File: src/rtl/heading_smoother_if.sv
// Sample/handshake bundle between the heading calculator and the display path.
interface heading_smoother_if;
  logic [8:0] heading_in;
  logic       heading_valid;
  logic       in_ready;
  logic [8:0] heading_out;
  logic       out_valid;
  logic       stale;

  modport master (
    output heading_in, heading_valid,
    input  in_ready, heading_out, out_valid, stale
  );

  modport slave (
    input  heading_in, heading_valid,
    output in_ready, heading_out, out_valid, stale
  );
endinterface

File: src/rtl/heading_smoother.sv
// Circular EMA heading smoother with deadband and stale-sample timeout.
// Output heading stays in 0..359 and steps the short way across 359/0.
module heading_smoother #(
  parameter int unsigned SHIFT          = 2,
  parameter int unsigned DEADBAND       = 1,
  parameter int unsigned TIMEOUT_CYCLES = 10000000,
  parameter int unsigned CNT_W          = 24
) (
  input  logic              clk,
  input  logic              reset,
  heading_smoother_if.slave hs
);

  typedef enum logic [1:0] {INIT, IDLE, DIFF, UPDATE} state_t;

  localparam logic [CNT_W-1:0]  TIMEOUT = CNT_W'(TIMEOUT_CYCLES);
  localparam logic signed [11:0] DB     = 12'(DEADBAND);
  localparam logic signed [11:0] P179   = 12'sd179;
  localparam logic signed [11:0] N180   = -12'sd180;
  localparam logic signed [11:0] P360   = 12'sd360;

  state_t           state_q, state_d;
  logic [8:0]       heading_q, heading_d;
  logic [8:0]       sample_q, sample_d;
  logic             out_valid_q, out_valid_d;
  logic [CNT_W-1:0] cnt_q, cnt_d;

  logic             ready;
  logic             accept;
  logic signed [11:0] diff, err, abs_err, shifted, step, sum, wrapped;
  logic             in_deadband;

  assign ready  = (state_q == INIT) || (state_q == IDLE);
  assign accept = hs.heading_valid && ready && (hs.heading_in <= 9'd359);

  // Wrapped error, EMA step and wrapped sum for the latched sample
  always_comb begin
    diff = $signed({3'b000, sample_q}) - $signed({3'b000, heading_q});
    if (diff > P179)      err = diff - P360;
    else if (diff < N180) err = diff + P360;
    else                  err = diff;
    abs_err     = (err < 0) ? -err : err;
    in_deadband = (abs_err <= DB);
    shifted     = err >>> SHIFT;
    if (shifted == '0) step = (err < 0) ? -12'sd1 : 12'sd1;
    else               step = shifted;
    sum = $signed({3'b000, heading_q}) + step;
    if (sum >= P360)   wrapped = sum - P360;
    else if (sum < 0)  wrapped = sum + P360;
    else               wrapped = sum;
  end

  // Next-state logic; the new heading is registered on the DIFF->UPDATE
  // edge so that heading_out and out_valid are both visible in UPDATE,
  // two cycles after the accept.
  always_comb begin
    state_d     = state_q;
    heading_d   = heading_q;
    sample_d    = sample_q;
    out_valid_d = 1'b0;
    unique case (state_q)
      INIT: if (accept) begin
        heading_d   = hs.heading_in;
        out_valid_d = 1'b1;
        state_d     = IDLE;
      end
      IDLE: if (accept) begin
        sample_d = hs.heading_in;
        state_d  = DIFF;
      end
      DIFF: begin
        if (!in_deadband) heading_d = wrapped[8:0];
        out_valid_d = 1'b1;
        state_d     = UPDATE;
      end
      UPDATE: state_d = IDLE;
      default: state_d = INIT;
    endcase
  end

  // Timeout counter: cleared on accept, otherwise saturating increment
  always_comb begin
    cnt_d = cnt_q;
    if (accept)               cnt_d = '0;
    else if (cnt_q != TIMEOUT) cnt_d = cnt_q + CNT_W'(1);
  end

  // State and datapath registers
  always_ff @(posedge clk or posedge reset) begin
    if (reset) begin
      state_q     <= INIT;
      heading_q   <= '0;
      sample_q    <= '0;
      out_valid_q <= 1'b0;
      cnt_q       <= '0;
    end else begin
      state_q     <= state_d;
      heading_q   <= heading_d;
      sample_q    <= sample_d;
      out_valid_q <= out_valid_d;
      cnt_q       <= cnt_d;
    end
  end

  assign hs.in_ready    = ready;
  assign hs.heading_out = heading_q;
  assign hs.out_valid   = out_valid_q;
  assign hs.stale       = (cnt_q == TIMEOUT);

endmodule

File: src/flat_wrapper.sv
// flat-port wrapper written by rule: the top's interface ports become plain ports
module heading_smoother_flat 
#(
  parameter int unsigned SHIFT          = 2,
  parameter int unsigned DEADBAND       = 1,
  parameter int unsigned TIMEOUT_CYCLES = 10000000,
  parameter int unsigned CNT_W          = 24
)
  (clk, reset, hs_heading_in, hs_heading_valid, hs_in_ready, hs_heading_out, hs_out_valid, hs_stale);
  heading_smoother_if hs_i ();
  input  logic clk;
  input  logic reset;
  input wire logic [$bits(hs_i.heading_in)-1:0] hs_heading_in;
  input wire logic [$bits(hs_i.heading_valid)-1:0] hs_heading_valid;
  output wire logic [$bits(hs_i.in_ready)-1:0] hs_in_ready;
  output wire logic [$bits(hs_i.heading_out)-1:0] hs_heading_out;
  output wire logic [$bits(hs_i.out_valid)-1:0] hs_out_valid;
  output wire logic [$bits(hs_i.stale)-1:0] hs_stale;
  assign hs_i.heading_in = hs_heading_in;
  assign hs_i.heading_valid = hs_heading_valid;
  assign hs_in_ready = hs_i.in_ready;
  assign hs_heading_out = hs_i.heading_out;
  assign hs_out_valid = hs_i.out_valid;
  assign hs_stale = hs_i.stale;
  heading_smoother #(.SHIFT(SHIFT), .DEADBAND(DEADBAND), .TIMEOUT_CYCLES(TIMEOUT_CYCLES), .CNT_W(CNT_W)) u_core (.clk(clk), .reset(reset), .hs(hs_i));
endmodule
File: config.mk
export PLATFORM = sky130hd
export DESIGN_NAME = heading_smoother_flat
export DESIGN_NICKNAME = d
export VERILOG_FILES = /design/src/rtl/heading_smoother_if.sv /design/src/rtl/heading_smoother.sv /design/src/flat_wrapper.sv
export SDC_FILE = /design/constraint.sdc
export NUM_CORES = 1
export LEC_CHECK = 0
export ABC_AREA = 1
export CORE_MARGIN = 2
export CORE_UTILIZATION = 35
export CTS_BUF_LIST = sky130_fd_sc_hd__clkbuf_4
export CTS_CLUSTER_SIZE = 16
export DETAILED_ROUTE_END_ITERATION = 12
export GPL_ROUTABILITY_DRIVEN = 1
export PLACE_DENSITY = 0.61
export SLEW_MARGIN = 20
export SYNTH_ARGS = -nofsm -noshare
export SYNTH_HDL_FRONTEND = slang
export SYNTH_SLANG_ARGS = --single-unit
export TNS_END_PERCENT = 10
File: constraint.sdc
create_clock -name clk -period 8.75 [get_ports clk]
set_input_delay 0.875 -clock clk [delete_from_list [all_inputs] [get_ports clk]]
set_output_delay 0.875 -clock clk [all_outputs]
set_load 0.02 [all_outputs]
==> flow_metrics.py <==
metrics = {
    "sta": {
        "hold_violations": 0,
        "fmax_mhz": 183,
        "rsz0062_at_grt": "false",
        "min_period_ns": 5.48,
        "fin_worst_skew_ns": 0.0207,
        "fin_crit_sh_pct": 62.6,
        "relSlewSlack_pct": 43.6,
        "drv_slew": 0,
        "finalSetupViolations": 0,
        "tightest_slew_ns": 0.843,
        "setup_tns_ns": 0,
    },
    "routing": {
        "drt-total-wl_mm": 10.9,
        "drc": 0,
        "post_drt_via_cell_ratio": 4.94,
        "num_vias": 4221,
        "ant_nets": 0,
        "detail_route.iter0.violations": 276,
        "wl_per_cell_um": 12.8,
        "dr.pass1.iters": 5,
    },
    "cts": {
        "clock_latency_ns": 0.36,
        "hold_buffers": 0,
        "cts_made_buffers": 5,
        "path_clk_slew_ns": 0.15,
        "post-cts-setup-buffers": 0,
        "cts_tree": "built",
        "htreeDepth": 2,
        "cts_buffer_depth": 2,
        "cts.sinks": 45,
        "cts_root_buffer": "clkbuf_4",
        "ctsResizeCount": 0,
    },
    "global_route": {
        "antenna_found_initial": 0,
        "track_usage_pct": 16.9,
        "busiest_layer": "met2",
        "gr-usage-met2_pct": 27.9,
        "grt_max_degree": 46,
        "use_met1_pct": 24.5,
        "overflow": 0,
        "grt_pass1_wl_mm": 18.6,
        "gr-usage-met3_pct": 1.88,
        "grt_pass1_vias": 3913,
    },
    "setup_path": {
        "crit_fanout": 8,
        "critical_path.max_stage_delay_ns": 0.46,
        "end_kind": "register",
        "path_common_cell": "nand2_1",
        "cp.required_ns": 9.07,
        "cp.arrival_ns": 5.80,
        "startpoint_type": "register",
        "critical_path_class": "register to register",
        "cp_slowest_cell": "dfrtp_1",
    },
    "floorplanning": {
        "die_w_um": 116,
        "ios": 24,
        "rows": 40,
        "initial_core_util_pct": 36.2,
        "die_h_um": 116,
        "die_area_um2": 13500,
        "fp.coreArea_um2": 12100,
    },
    "placement": {
        "portBuffers": 23,
        "dp_hpwl_mm": 8.82,
        "gp_congestion": 0.918,
        "place_inst": 846,
        "place_area_um2": 4800,
    },
    "final_layout": {
        "regArea_um2": 1130,
        "layout_commonest_cell": "nand2_1",
        "fill_cells": 1337,
        "diodes": 0,
        "nNetsFinal": 729,
        "stdcell_count": 854,
        "final_cell_mix": "nand2_1, inv_1, nand3_1",
        "drive_above_1_share_pct": 10.5,
        "syn2layout_area_growth_pct": 11.3,
        "design_area_um2": 4890,
        "multiInputGateArea_um2": 2800,
    },
    "synth": {
        "yosys.cell_types.count": 41,
        "synth-main-ff-cell": "dfrtp_1",
        "ys_seq_elements": 45,
        "ys_warn_count": 0,
        "synth_area_leaders": "dfrtp_1, nand2_1, inv_1",
        "synth-edff-count": 0,
        "synth_top_cell_area_share_pct": 25.7,
        "ys_seq_area_share_pct": 25.7,
        "synthesis.area_um2": 4390,
        "async_flop_share_pct": 100,
        "syn-num-nets": 705,
        "synthCells": 661,
        "synth_area_leader_cell": "dfrtp_1",
        "avgSynthCellArea_um2": 6.64,
    },
    "flow_run": {
        "cap_violations": 0,
    },
    "status": {
        "outcome": "finished clean",
    },
    "hold_path": {
        "min_path_type": "register to register",
    },
}
final timing paths:
kind,from,to,slack [ns],cells after the start
max,u_core.hs.heading_out[0]$_DFFE_PP0P_,u_core.hs.heading_out[4]$_DFFE_PP0P_,3.27,33
min,u_core.cnt_q[11]$_DFFE_PP0P_,u_core.cnt_q[11]$_DFFE_PP0P_,0.52,1
max reg2reg,u_core.hs.heading_out[0]$_DFFE_PP0P_,u_core.hs.heading_out[4]$_DFFE_PP0P_,3.27,33
min reg2reg,u_core.cnt_q[11]$_DFFE_PP0P_,u_core.cnt_q[11]$_DFFE_PP0P_,0.52,1
max in group asynchronous,reset,u_core.cnt_q[7]$_DFFE_PP0P_,7.40,3
min in group asynchronous,reset,u_core.state_q[0]$_DFFE_PP0P_,0.93,3
state kept, by name, summed over array words and instances (netlist names):
name                   cells
u_core.hs.out_valid        1
u_core.state_q             2
u_core.hs.heading_out      9
u_core.cnt_q              24
u_core.sample_q            9
cells in the mapped netlist (6+ instances only):
master,count
nor4_1,8
nand2_1,186
nor2_1,41
nand4_1,12
xor2_1,13
nor3_1,21
inv_2,8
inv_1,105
o21ai_0,25
dfrtp_1,45
mux2_2,6
ha_1,30
nand3_2,7
nand2_2,19
a21oi_1,23
nand3_1,57
nand2_4,6
per-stage QoR:
step / util (%) / hold slack [ns] / setup slack, ns
after floorplan: - / 0.455 / 4.03
after global placement: 39.6 / 0.478 / 3.43
after detailed placement: 39.6 / 0.486 / 3.39
after CTS: 40.4 / 0.508 / 3.36
after global routing: 40.4 / 0.543 / 2.73
final: 40.4 / 0.518 / 3.27
cell families after synthesis:
| kind of cell | synth area share [%] |
|---|---|
| compound gates | 9.86 |
| xor+xnor | 2.99 |
| mux | 1.54 |
| buf+inv | 10.6 |
| simple gates | 39.9 |
| fa+ha+maj | 9.46 |
| flops | 25.7 |
critical path, delay by kind of cell, from the launching register on:
kind / cells / cell delay [ns]
and+or+nand+nor: 16 / 1.59
AOI/OAI and AO/OA: 6 / 1.32
adders and majority gates: 4 / 1.07
buffers and inverters: 6 / 0.65
DFF: 1 / 0.46
xor gates and xnor gates: 1 / 0.33
cell type report:
type	instances	share of cell area, %
multi-input combinational	495	57.2
sequential	45	23.0
inverter	114	8.81
timing repair buffer	24	4.86
tap	168	4.30
clock inverter	3	0.973
clock buffer	5	0.768
metal layers:
layer	vias up	part of all wire, %
met3	6	3.0
met2	76	46
met5	-	0
met4	0	0.50
met1	1968	51
li1	2171	-
Power is not shown: default switching activity piles up to over one toggle a cycle in this logic, so the estimate is an artifact.
